File: src/rtl/ring_timing_monitor.sv
// Lock/track monitor for a 6-phase one-hot ring: phase encode, revolution count, sticky faults.
// Optional RTM_PHASE_STROBES_EN adds phase_strobe, the accepted one-hot sample aligned with phase.
module ring_timing_monitor #(
    parameter int PHASES = 6,
    parameter int REV_W  = 8
) (
    input  logic              clk,
    input  logic              rst,
    input  logic              en,
    input  logic [PHASES-1:0] timing,
    input  logic              err_clr,
    output logic [2:0]        phase,
    output logic              phase_valid,
    output logic [REV_W-1:0]  rev_count,
    output logic              rev_wrap,
    output logic              err_onehot,
    output logic              err_seq
`ifdef RTM_PHASE_STROBES_EN
    ,
    output logic [PHASES-1:0] phase_strobe
`endif
);

    typedef enum logic [1:0] {
        SYNC   = 2'd0,
        LOCKED = 2'd1,
        FAULT  = 2'd2
    } state_t;

    localparam logic [PHASES-1:0] FIRST = {1'b1, {(PHASES-1){1'b0}}};
    localparam logic [PHASES-1:0] LAST  = {{(PHASES-1){1'b0}}, 1'b1};

    state_t            state_q;
    logic [PHASES-1:0] t_q;
    logic [PHASES-1:0] prev_q;
    logic [2:0]        phase_q;
    logic              valid_q;
    logic [REV_W-1:0]  rev_q;
    logic [REV_W-1:0]  rev_d;
    logic              wrap_q;
    logic              eoh_q;
    logic              eseq_q;

    logic              onehot;
    logic              legal;
    logic              accept;
    logic              rev_step;
    logic [PHASES-1:0] succ;
    logic [2:0]        idx;

    assign onehot = (t_q != '0) && ((t_q & (t_q - 1'b1)) == '0);
    assign succ   = {prev_q[0], prev_q[PHASES-1:1]};
    // The source may sit in its own reset, so only S0 is allowed to repeat.
    assign legal  = (t_q == succ) || ((t_q == prev_q) && (prev_q == FIRST));
    assign accept = en && onehot
                 && ((state_q == SYNC) || ((state_q == LOCKED) && legal));
    assign rev_step = (state_q == LOCKED) && accept
                   && (prev_q == LAST) && (t_q == FIRST);
    assign rev_d  = rev_q + REV_W'(1);

    always_comb begin
        idx = '0;
        for (int i = 0; i < PHASES; i++) begin
            if (t_q[i]) idx = 3'(PHASES - 1 - i);
        end
    end

    always_ff @(posedge clk or posedge rst) begin
        if (rst) begin
            state_q <= SYNC;
            t_q     <= '0;
            prev_q  <= FIRST;
            phase_q <= '0;
            valid_q <= 1'b0;
            rev_q   <= '0;
            wrap_q  <= 1'b0;
            eoh_q   <= 1'b0;
            eseq_q  <= 1'b0;
        end else begin
            t_q     <= timing;
            valid_q <= 1'b0;
            wrap_q  <= 1'b0;
            if (err_clr) begin
                eoh_q  <= 1'b0;
                eseq_q <= 1'b0;
            end
            if (accept) begin
                prev_q  <= t_q;
                phase_q <= idx;
                valid_q <= 1'b1;
            end
            if (rev_step) begin
                rev_q  <= rev_d;
                wrap_q <= &rev_q;
            end
            case (state_q)
                SYNC: begin
                    if (accept) state_q <= LOCKED;
                end
                LOCKED: begin
                    // Error sets come after the clear so a same-cycle set wins.
                    if (!en) begin
                        state_q <= SYNC;
                    end else if (!onehot) begin
                        state_q <= FAULT;
                        eoh_q   <= 1'b1;
                    end else if (!legal) begin
                        state_q <= FAULT;
                        eseq_q  <= 1'b1;
                    end
                end
                FAULT: begin
                    if (err_clr) state_q <= SYNC;
                end
                default: state_q <= SYNC;
            endcase
        end
    end

`ifdef RTM_PHASE_STROBES_EN
    logic [PHASES-1:0] strobe_q;

    always_ff @(posedge clk or posedge rst) begin
        if (rst) begin
            strobe_q <= '0;
        end else begin
            strobe_q <= accept ? t_q : '0;
        end
    end

    assign phase_strobe = strobe_q;
`endif

    assign phase       = phase_q;
    assign phase_valid = valid_q;
    assign rev_count   = rev_q;
    assign rev_wrap    = wrap_q;
    assign err_onehot  = eoh_q;
    assign err_seq     = eseq_q;

endmodule
File: config.mk
export PLATFORM = sky130hd
export DESIGN_NAME = ring_timing_monitor
export DESIGN_NICKNAME = d
export VERILOG_FILES = /design/src/rtl/ring_timing_monitor.sv
export SDC_FILE = /design/constraint.sdc
export NUM_CORES = 1
export LEC_CHECK = 0
export ABC_AREA = 0
export CORE_ASPECT_RATIO = 0.75
export CORE_UTILIZATION = 48
export DETAILED_ROUTE_END_ITERATION = 12
export DONT_BUFFER_PORTS = 1
export HOLD_SLACK_MARGIN = 0.02
export PLACE_DENSITY = 0.73
export SETUP_SLACK_MARGIN = 0.02
export SYNTH_ARGS = -nofsm -noshare
export SYNTH_HDL_FRONTEND = slang
export SYNTH_SLANG_ARGS = --single-unit
File: constraint.sdc
create_clock -name clk -period 3.15 [get_ports clk]
set_input_delay 0.4725 -clock clk [delete_from_list [all_inputs] [get_ports clk]]
set_output_delay 0.4725 -clock clk [all_outputs]
set_load 0.05 [all_outputs]
==> flow_summary_export.csv <==
group,metric,value,unit
status,status,"completed",
setup_path,path_max_fanout,13,
detailed_routing,routed_wl,2626,um
detailed_routing,wire_per_inst,15.82,um
yosys,synth_ff_type,"dfrtp_1",
timing,setup_viol,0,
cts,hold_buffers,0,
timing,clock_skew,0.004906,ns
power,intPower,0.0006626,W
yosys,synthMuxAreaShare,5.009,%
yosys,synth_seq_cells,29,
power,comb_power_share,11.7,%
floorplan,start_util,52.69,%
floorplan,rows,16,
cts,postCtsSetupBuffers,0,
yosys,ys.warnings.count,0,
power,p_leak,0.6675,nW
place,portBuffers,0,
global_routing,grt.overflow.total,0,
floorplan,die_area,3191,sq um
yosys,yosys.area.top_type,"dfrtp_1",
yosys,yosysUniqueCellTypes,35,
timing,slew_headroom,29.80,%
cts,cts.path.max_buffers,2,
place,gp_congestion,0.9014,
global_routing,grt_use_total,20.09,%
power,power.density,598.7,nW/um^2
yosys,synth_edf_count,0,
setup_path,cp_slowest_stage_delay,0.65,ns
cts,cts.sinks,29,
yosys,ys_async_sr_fraction,100.0,%
floorplan,fp.dieH,49.17,um
timing,grt_setup_unrepaired,"false",
place,dp_hpwl,1884,um
power,switching_share,28.03,%
global_routing,grt_pass1_vias,957,
place,placed_area,1436,sq um
cts,cts_tree,"done",
layout,drive_gt1_share,13.85,%
layout,fin_util,56.90,%
setup_path,startpoint_type,"flop",
layout,final_area,1538,sq um
detailed_routing,post-route-drc-count,0,
cts,clk_pin_slew,0.06,ns
yosys,syn_avg_cell_area,11.04,sq um
yosys,ys_seq_area_share,51.05,%
power,max-vdd-ir-drop,0.0003620,V
layout,n_fill_cell,237,
setup_path,cp.arrival,2.79,ns
timing,fin_setup_tns,0,ns
layout,syn_to_final_growth,7.996,%
yosys,synth_nets,140,
timing,slew_violations,0,
detailed_routing,drt_iter0_drc,45,
yosys,synth_top_family_by_area,"simple AND/OR/NAND/NOR gates",
job,max_cap_violations,0,
timing,max_freq,0.3792,GHz
timing,hold_violations,0,
cts,cts_made_buffers,5,
global_routing,grt_pass1_wl,4526,um
cts,htree_levels,2,
floorplan,die_w,64.89,um
cts,cts_resized,0,
yosys,synthAdderAreaFrac,0.8787,%
setup_path,cp_cell_sequence,"nor2_1 > nand4_2 > or4_1 > a311oi_4 > mux2_4",
setup_path,setup.worst_path.class,"flop to flop",
yosys,synthesis.area,1424,sq um
layout,final_nets,140,
yosys,synth_xor_area_share,9.227,%
yosys,synth_compound_area_share,11.16,%
min_path,hold_class,"primary input to flop",
power,clockPowerShare,35.4,%
timing,finalCriticalPeriod,2.637,ns
setup_path,crit_slowest_cell,"a311oi_4",
global_routing,grt_max_degree,30,
yosys,synth.top_cell.area_share,49.21,%
setup_path,end_kind,"flop",
power,power.share.sequential,52.8,%
power,switchingPower,0.0002581,W
detailed_routing,vias_per_cell,5.578,
setup_path,crit_buf_inv,0,
floorplan,num_io_pins,25,
cts,clkLatencyLatePin,0.28,ns
yosys,ys_top_cells_by_area,"dfrtp_1, xnor2_1, xor2_1",
timing,worst_hold_slack,0.2202,ns
timing,fin_crit_sh,83.73,%
yosys,syn_inst,129,
cts,root_buffer,"clkbuf_8",
detailed_routing,drt_pre_antenna_iters,4,
setup_path,crit_family,"simple AND/OR/NAND/NOR gates",
timing,worstMarginPinSlew,1.052,ns
global_routing,antenna_found_initial,0,
detailed_routing,vias,926,
yosys,synthSimpleGateAreaFrac,16.96,%
floorplan,coreArea,2703,sq um
detailed_routing,ant_nets,0,
setup_path,crit_required,3.31,ns
layout,diodes,0,
## layout make-up
cell class	instances	area, sq um	area share (%)
tap	36	45.04	2.929
inverter	11	41.29	2.685
timing repair buffer	1	7.507	0.4882
clock inverter	1	5.005	0.3255
clock buffer	7	96.34	6.265
multi-input combinational	81	615.6	40.03
sequential	29	726.9	47.27
## power by group through the flow
stage	registers, W	logic (W)	clock network [W]
floorplan	0.000475	0.000102	0
global placement	0.000491	0.000106	0
detailed placement	0.000492	0.000109	0
CTS	0.000486	0.000109	0.000341
global route	0.000492	0.000122	0.000357
finish	0.000486	0.000108	0.000326
## final timing paths
path                             endpoint       from  depth (start not counted)  slack, ns
worst max register to register   phase[1]     t_q[4]                          5       0.51
worst min-delay path               t_q[1]  timing[1]                          0       0.22
worst max-delay path             phase[1]     t_q[4]                          5       0.51
max in group asynchronous       prev_q[1]        rst                          1       2.17
min in group asynchronous          t_q[1]        rst                          1       0.35
worst min register to register  prev_q[5]  prev_q[5]                          2       0.54
## cell usage after synthesis, types with 2 or more instances
cell type	count
nand2_1	5
dfrtp_1	28
nor2_1	6
nor3b_1	2
xor2_1	7
clkbuf_1	2
a21oi_1	2
nand3_1	5
o2bb2ai_1	5
o21ai_0	3
nor4b_1	3
nand4_1	5
nor4_1	4
nor3_1	4
mux2_4	4
buf_1	3
buf_2	2
o32ai_1	2
xnor2_1	8
and3_1	3
a311oi_1	2
inv_1	11
## placed cells by master (no fill, tap or decap), types with 5 or more instances in the layout
master | Yosys | routed
nand2_1 | 5 | 5
o2bb2ai_1 | 5 | 5
nor2_1 | 6 | 6
clkbuf_8 | 0 | 7
xor2_1 | 7 | 7
nand4_1 | 5 | 5
inv_1 | 11 | 11
xnor2_1 | 8 | 8
nand3_1 | 5 | 5
dfrtp_1 | 28 | 28
## metrics by stage
| step | setup slack [ns] | total power (W) | std cells |
|---|---|---|---|
| 2_1_floorplan | 0.8653 | 0.0005765 | 129 |
| 3_3_place_gp | 0.6153 | 0.0005971 | 158 |
| 3_5_place_dp | 0.5514 | 0.0006010 | 158 |
| 4_1_cts | 0.5307 | 0.0009368 | 166 |
| 5_1_grt | 0.3649 | 0.0009709 | 166 |
| 6_report | 0.5126 | 0.0009207 | 166 |
## logic make-up (layout without fill, tap and decap cells)
group | count (synthesis) | after routing
compound gates | 19 | 19
xor+xnor | 15 | 15
buf+inv | 19 | 20
flops | 29 | 29
simple gates | 41 | 41
fa+ha+maj | 1 | 1
mux | 5 | 5
## metal layers
layer | global-route usage, % | vias to the layer above | part of all wire, %
met5 | 0 | - | 0
met4 | 11.11 | 0 | 1.9
met3 | 8.411 | 5 | 6.6
met2 | 26.22 | 22 | 41
met1 | 27.80 | 440 | 51
li1 | - | 459 | -
## sequential cells by signal, indices dropped and copies added, names as in the netlist
name and count:
rev_count 8, prev_q 6, t_q 6, phase 3, state_q 2, err_onehot 1
err_seq 1, phase_valid 1, rev_wrap 1
Power figures use the tool's default switching activity.
